===== src/rtl/fetch_pkg.sv =====
// Shared types and helpers for the instruction fetch stage.
// Queue entries are stored at the widest supported size (64-bit PC, 32-bit instruction).
package fetch_pkg;

  localparam int INST_BYTES = 4;
  localparam int MAX_XLEN   = 64;
  localparam int MAX_INST_W = 32;

  typedef struct packed {
    logic [MAX_XLEN-1:0]   pc;
    logic [MAX_INST_W-1:0] inst;
    logic                  filled;
  } fq_entry_t;

  function automatic int fq_ptr_w(input int depth);
    return (depth > 1) ? $clog2(depth) : 1;
  endfunction

  localparam int FQ_PTR_W = fq_ptr_w(4);

endpackage


===== src/rtl/fetch_queue.sv =====
// In-order fetch queue: entries are allocated at request time and filled by responses.
// Pointers carry one extra wrap bit so occupancy is a plain subtraction.
module fetch_queue
  import fetch_pkg::*;
#(
  parameter int XLEN   = 64,
  parameter int INST_W = 32,
  parameter int DEPTH  = 4
) (
  input  logic                     clk,
  input  logic                     rst,
  input  logic                     i_flush,
  input  logic                     i_alloc,
  input  logic [XLEN-1:0]          i_alloc_pc,
  input  logic                     i_fill,
  input  logic [INST_W-1:0]        i_fill_inst,
  input  logic                     i_pop,
  output logic                     o_head_valid,
  output logic [XLEN-1:0]          o_head_pc,
  output logic [INST_W-1:0]        o_head_inst,
  output logic [fq_ptr_w(DEPTH):0] o_count,
  output logic [fq_ptr_w(DEPTH):0] o_unfilled
);

  localparam int PW = fq_ptr_w(DEPTH);

  fq_entry_t       r_mem [DEPTH];
  logic [PW:0]     r_head;
  logic [PW:0]     r_fill;
  logic [PW:0]     r_tail;
  logic [PW-1:0]   w_head_idx;
  logic [PW-1:0]   w_fill_idx;
  logic [PW-1:0]   w_tail_idx;
  fq_entry_t       w_head;

  assign w_head_idx = r_head[PW-1:0];
  assign w_fill_idx = r_fill[PW-1:0];
  assign w_tail_idx = r_tail[PW-1:0];
  assign w_head     = r_mem[w_head_idx];

  assign o_count      = r_tail - r_head;
  assign o_unfilled   = r_tail - r_fill;
  assign o_head_valid = (o_count != '0) && w_head.filled;
  assign o_head_pc    = w_head.pc[XLEN-1:0];
  assign o_head_inst  = w_head.inst[INST_W-1:0];

  // Storage is cleared on reset so the decode-facing data reads zero out of reset.
  always_ff @(posedge clk or posedge rst) begin
    if (rst) begin
      r_head <= '0;
      r_fill <= '0;
      r_tail <= '0;
      for (int i = 0; i < DEPTH; i++) begin
        r_mem[i] <= '0;
      end
    end else if (i_flush) begin
      r_head <= '0;
      r_fill <= '0;
      r_tail <= '0;
    end else begin
      if (i_alloc) begin
        r_mem[w_tail_idx] <= '{pc: MAX_XLEN'(i_alloc_pc), inst: '0, filled: 1'b0};
        r_tail            <= r_tail + (PW+1)'(1);
      end
      if (i_fill) begin
        r_mem[w_fill_idx].inst   <= MAX_INST_W'(i_fill_inst);
        r_mem[w_fill_idx].filled <= 1'b1;
        r_fill                   <= r_fill + (PW+1)'(1);
      end
      if (i_pop) begin
        r_head <= r_head + (PW+1)'(1);
      end
    end
  end

endmodule


===== src/rtl/fetch_unit.sv =====
// Fetch stage: sequential PC generation, credit-limited imem requests, response
// collection and redirect handling with drop counting of stale in-flight responses.
//
// state   | meaning
// IDLE    | no request held; valid follows stall and credit
// PENDING | request presented but not accepted; valid and addr held
module fetch_unit
  import fetch_pkg::*;
#(
  parameter int              XLEN     = 64,
  parameter int              INST_W   = 32,
  parameter int              FQ_DEPTH = 4,
  parameter logic [XLEN-1:0] RESET_PC = '0
) (
  input  logic              clk,
  input  logic              rst,
  output logic              imem_req_valid,
  input  logic              imem_req_ready,
  output logic [XLEN-1:0]   imem_req_addr,
  input  logic              imem_rsp_valid,
  input  logic [INST_W-1:0] imem_rsp_data,
  input  logic              stall,
  input  logic              redirect_valid,
  input  logic [XLEN-1:0]   redirect_pc,
  output logic              dec_valid,
  input  logic              dec_ready,
  output logic [XLEN-1:0]   dec_pc,
  output logic [INST_W-1:0] dec_inst
);

  localparam int CW = fq_ptr_w(FQ_DEPTH) + 1;

  localparam logic [0:0] ST_IDLE    = 1'b0;
  localparam logic [0:0] ST_PENDING = 1'b1;

  logic [0:0]      r_state;
  logic [0:0]      w_state_nxt;
  logic [XLEN-1:0] r_pc;
  logic [CW-1:0]   r_drop;
  logic [CW-1:0]   w_drop_nxt;
  logic [CW-1:0]   w_count;
  logic [CW-1:0]   w_unfilled;
  logic [CW-1:0]   w_redir_drop;
  logic [CW:0]     w_used;
  logic            w_credit;
  logic            w_fire;
  logic            w_pop;
  logic            w_rsp_drop;
  logic            w_rsp_fill;

  // Credit uses registered counts only; a pop this cycle frees a slot next cycle.
  assign w_used   = {1'b0, w_count} + {1'b0, r_drop};
  assign w_credit = w_used < (CW+1)'(FQ_DEPTH);

  assign imem_req_valid = !rst && ((r_state == ST_PENDING) || (!stall && w_credit));
  assign imem_req_addr  = r_pc;

  assign w_fire     = imem_req_valid && imem_req_ready;
  assign w_pop      = dec_valid && dec_ready;
  assign w_rsp_drop = imem_rsp_valid && (r_drop != '0);
  assign w_rsp_fill = imem_rsp_valid && (r_drop == '0) && (w_unfilled != '0);

  // Everything still owed by memory after a redirect becomes a drop.
  assign w_redir_drop = w_unfilled + r_drop + CW'(w_fire) - CW'(w_rsp_drop | w_rsp_fill);

  always_comb begin
    w_state_nxt = r_state;
    if (redirect_valid) begin
      w_state_nxt = ST_IDLE;
    end else begin
      case (r_state)
        ST_IDLE:    if (imem_req_valid && !imem_req_ready) w_state_nxt = ST_PENDING;
        ST_PENDING: if (imem_req_ready) w_state_nxt = ST_IDLE;
        default:    w_state_nxt = ST_IDLE;
      endcase
    end
  end

  always_comb begin
    w_drop_nxt = r_drop;
    if (redirect_valid) begin
      w_drop_nxt = w_redir_drop;
    end else if (w_rsp_drop) begin
      w_drop_nxt = r_drop - CW'(1);
    end
  end

  always_ff @(posedge clk or posedge rst) begin
    if (rst) begin
      r_state <= ST_IDLE;
      r_pc    <= RESET_PC;
      r_drop  <= '0;
    end else begin
      r_state <= w_state_nxt;
      r_drop  <= w_drop_nxt;
      if (redirect_valid) begin
        r_pc <= redirect_pc & ~XLEN'(3);
      end else if (w_fire) begin
        r_pc <= r_pc + XLEN'(INST_BYTES);
      end
    end
  end

  fetch_queue #(
    .XLEN   (XLEN),
    .INST_W (INST_W),
    .DEPTH  (FQ_DEPTH)
  ) u_queue (
    .clk          (clk),
    .rst          (rst),
    .i_flush      (redirect_valid),
    .i_alloc      (w_fire),
    .i_alloc_pc   (r_pc),
    .i_fill       (w_rsp_fill),
    .i_fill_inst  (imem_rsp_data),
    .i_pop        (w_pop),
    .o_head_valid (dec_valid),
    .o_head_pc    (dec_pc),
    .o_head_inst  (dec_inst),
    .o_count      (w_count),
    .o_unfilled   (w_unfilled)
  );

endmodule


===== config.mk =====
export PLATFORM = sky130hd
export DESIGN_NAME = fetch_unit
export DESIGN_NICKNAME = d
export VERILOG_FILES = /design/src/rtl/fetch_pkg.sv /design/src/rtl/fetch_queue.sv /design/src/rtl/fetch_unit.sv
export SDC_FILE = /design/constraint.sdc
export NUM_CORES = 1
export LEC_CHECK = 0
export ABC_AREA = 1
export BUFFER_PORTS_ARGS = -buffer_cell sky130_fd_sc_hd__buf_2
export CAP_MARGIN = 30
export CELL_PAD_IN_SITES_DETAIL_PLACEMENT = 1
export CELL_PAD_IN_SITES_GLOBAL_PLACEMENT = 2
export CORE_MARGIN = 2
export CORE_UTILIZATION = 30
export CTS_CLUSTER_DIAMETER = 150
export DETAILED_ROUTE_END_ITERATION = 12
export PLACE_DENSITY = 0.84
export SETUP_SLACK_MARGIN = 0.05
export SLEW_MARGIN = 20
export SYNTH_ARGS = -nofsm -noshare
export SYNTH_HDL_FRONTEND = slang
export SYNTH_SLANG_ARGS = --single-unit

===== constraint.sdc =====
create_clock -name clk -period 14.3 [get_ports clk]
set_input_delay 2.145 -clock clk [delete_from_list [all_inputs] [get_ports clk]]
set_output_delay 2.145 -clock clk [all_outputs]
set_load 0.05 [all_outputs]

==> results.sh <==
export IMPL_holdCritPathClass="flop to flop"
export IMPL_routed_via_count=22600
export IMPL_drt_pre_antenna_iters=5
export IMPL_r2r_start="u_queue.r_head[1]"
export IMPL_synth_most_common_cell="nand2_1"
export IMPL_wl_per_cell_um=20.7
export IMPL_critPathLaunchType="flop"
export IMPL_clk_pin_slew_ps=60
export IMPL_cts_sinks=455
export IMPL_portBuffers=258
export IMPL_via_per_inst=5.13
export IMPL_worst_pin_slew_ps=992
export IMPL_initial_core_util_pct=30.2
export IMPL_setup_violations=0
export IMPL_clk_insertion_delay_late_ps=640
export IMPL_dieArea_um2=81400
export IMPL_avgSynthCellArea_um2=7.52
export IMPL_synth_area_top_cells="dfrtp_1 (48%), nand2_1 (14%), o21ai_0 (8.1%)"
export IMPL_io_pins=265
export IMPL_syn_inst=3158
export IMPL_max_freq_mhz=154
export IMPL_rsz0062_at_grt="no"
export IMPL_reg2reg_depth=17
export IMPL_cts_setup_buffers=0
export IMPL_period_needed_ps=6510
export IMPL_detailed_place_area_um2=25900
export IMPL_finalClockSkew_ps=53.0
export IMPL_clockBufferDepth=3
export IMPL_grt_ovfl_total=0
export IMPL_h_tree_depth=2
export IMPL_p_leak_nw=14.5
export IMPL_crit_start="u_queue.r_head[1]"
export IMPL_drive_gt1_share_pct=12.6
export IMPL_hpwl_mm=58.6
export IMPL_num_rows=103
export IMPL_antenna_found_initial=3
export IMPL_crit_fanout=45
export IMPL_fin_tns_setup_ps=0
export IMPL_maxSlewHeadroom_pct=33.9
export IMPL_ant_nets=0
export IMPL_ys_seq_elements=455
export IMPL_min_to="u_queue.r_mem[167]"
export IMPL_numCtsBuffers=57
export IMPL_final_util_pct=35.3
export IMPL_dp_cells=4297
export IMPL_synth_edff_count=0
export IMPL_grt_start_max_net_pins=83
export IMPL_ys_seq_area_share_pct=48.0
export IMPL_ir_worst_vdd_v=0.000105
export IMPL_drtIter0Drc=1455
export IMPL_p_per_area_nw_per_um2=154
export IMPL_grt_pass1_wl_mm=141
export IMPL_synth_top_area_share_pct=48.0
export IMPL_whs_path_depth=2
export IMPL_period_share_pct=45.5
export IMPL_worstPathArrival_ps=4360
export IMPL_area_growth_syn_to_layout_pct=17.1
export IMPL_synth_distinct_cells=35
export IMPL_postSynth_asyncResetShare_pct=100
export IMPL_drv_cap=0
export IMPL_grt_pass1_vias=23100
export IMPL_fp_dieH_um=285
export IMPL_cts_tree="yes"
export IMPL_required_ps=12150
export IMPL_core_area_um2=78600
export IMPL_yosysWarningCount=0
export IMPL_nets=3434
export IMPL_ys_top_cells_by_count="nand2_1 (896), dfrtp_1 (455), o21ai_0 (382), nor2_1 (329), inv_1 (249)"
export IMPL_die_x_um=285
export IMPL_end_kind="output pin"
export IMPL_crit_type="flop to output pin"
export IMPL_hold_violations=0
export IMPL_grt_util_all_layers_pct=22.1
export IMPL_gp_congestion=0.911
export IMPL_outcome="completed"
export IMPL_reg2reg_slack_ps=8380
export IMPL_worstHoldStart="u_queue.r_mem[167]"
export IMPL_design_area_um2=27800
export IMPL_final_max_slew_viol_count=0
export IMPL_drc_errors=0
export IMPL_ys_flop_type="dfrtp_1"
export IMPL_syn_area_um2=23700
export IMPL_fin_hold_ws_ps=477
export IMPL_yosys_area_top_type="dfrtp_1"
export IMPL_reg2reg_to="u_queue.r_mem[274]"
export IMPL_final_cells=4408
export IMPL_postRouteWirelength_mm=91.0
export IMPL_hold_buffers=0
export IMPL_cts_resized=0
export IMPL_cts_root_buffer="clkbuf_16"
[final cells by class]
type | count | area, um^2
Fill cell | 9759 | 50800
Antenna cell | 2 | 5.00
Clock inverter | 25 | 205
Inverter | 252 | 958
Timing Repair Buffer | 295 | 1780
Sequential cell | 455 | 11400
Tap cell | 1050 | 1310
Multi-Input combinational cell | 2248 | 10500
Clock buffer | 81 | 1630
[sequential cells by signal, indices dropped and copies added, names as in the netlist]
register and flops:
u_queue.r_tail 3, r_drop 3, imem_req_addr 62, u_queue.r_mem 380
u_queue.r_fill 3, r_state 1, u_queue.r_head 3
[kinds of logic after synthesis]
group / synth area share, %
flops: 48.0
simple gates: 25.6
other cells: 0.0158
buf+inv: 7.99
fa+ha+maj: 1.29
xor+xnor: 1.14
compound gates: 16.0
[cell usage in the layout (no fill, tap or decap), types with 73 or more instances in the layout]
cell,instances
a21oi_1,129
buf_2,257
dfrtp_1,453
inv_1,245
nand2_1,892
nand3_1,73
nand4_1,146
nor2_1,329
o21ai_0,382
o21ai_1,98
o22ai_1,95
[where the power goes]
| group | total [mW] | switching, mW | internal, mW | leakage [nW] |
|---|---|---|---|---|
| logic | 1.25 | 0.944 | 0.308 | 7.42 |
| clock network | 1.42 | 0.609 | 0.811 | 0.905 |
| registers | 1.61 | 0.141 | 1.46 | 6.14 |
[routing by layer]
layer	GRT usage, %	share of wire [%]
met1	29.0	44
met2	37.2	48
met3	3.90	5.4
met4	6.45	2.8
met5	0	0.014
[worst max-delay path, stage by stage, from the launching register on]
cell,delay (ps)
dfrtp_4,710
clkinv_2,840
fa_1,770
xnor2_1,230
inv_1,60
nand2_1,80
nand2_1,80
ha_1,270
nor2_1,100
nand3_1,120
nand2_2,100
nand2_1,70
inv_1,80
buf_2,250
[through the flow]
| stage | power [mW] | setup slack (ps) |
|---|---|---|
| after CTS | 4.33 | 7680 |
| after detailed placement | 2.89 | 8200 |
| after global routing | 4.50 | 7500 |
| after floorplan | 2.50 | 2640 |
| final | 4.28 | 7790 |
| after global placement | 2.86 | 8230 |
[worst max path at each step]
stage	endpoint	cells after the start	slack, ps
floorplan	imem_req_valid	3	2640
global placement	u_queue.r_mem[348]	17	8230
detailed placement	u_queue.r_mem[350]	17	8200
CTS	imem_req_valid	13	7680
global route	imem_req_valid	13	7500
finish	imem_req_valid	13	7790
Power figures use the tool's default switching activity.
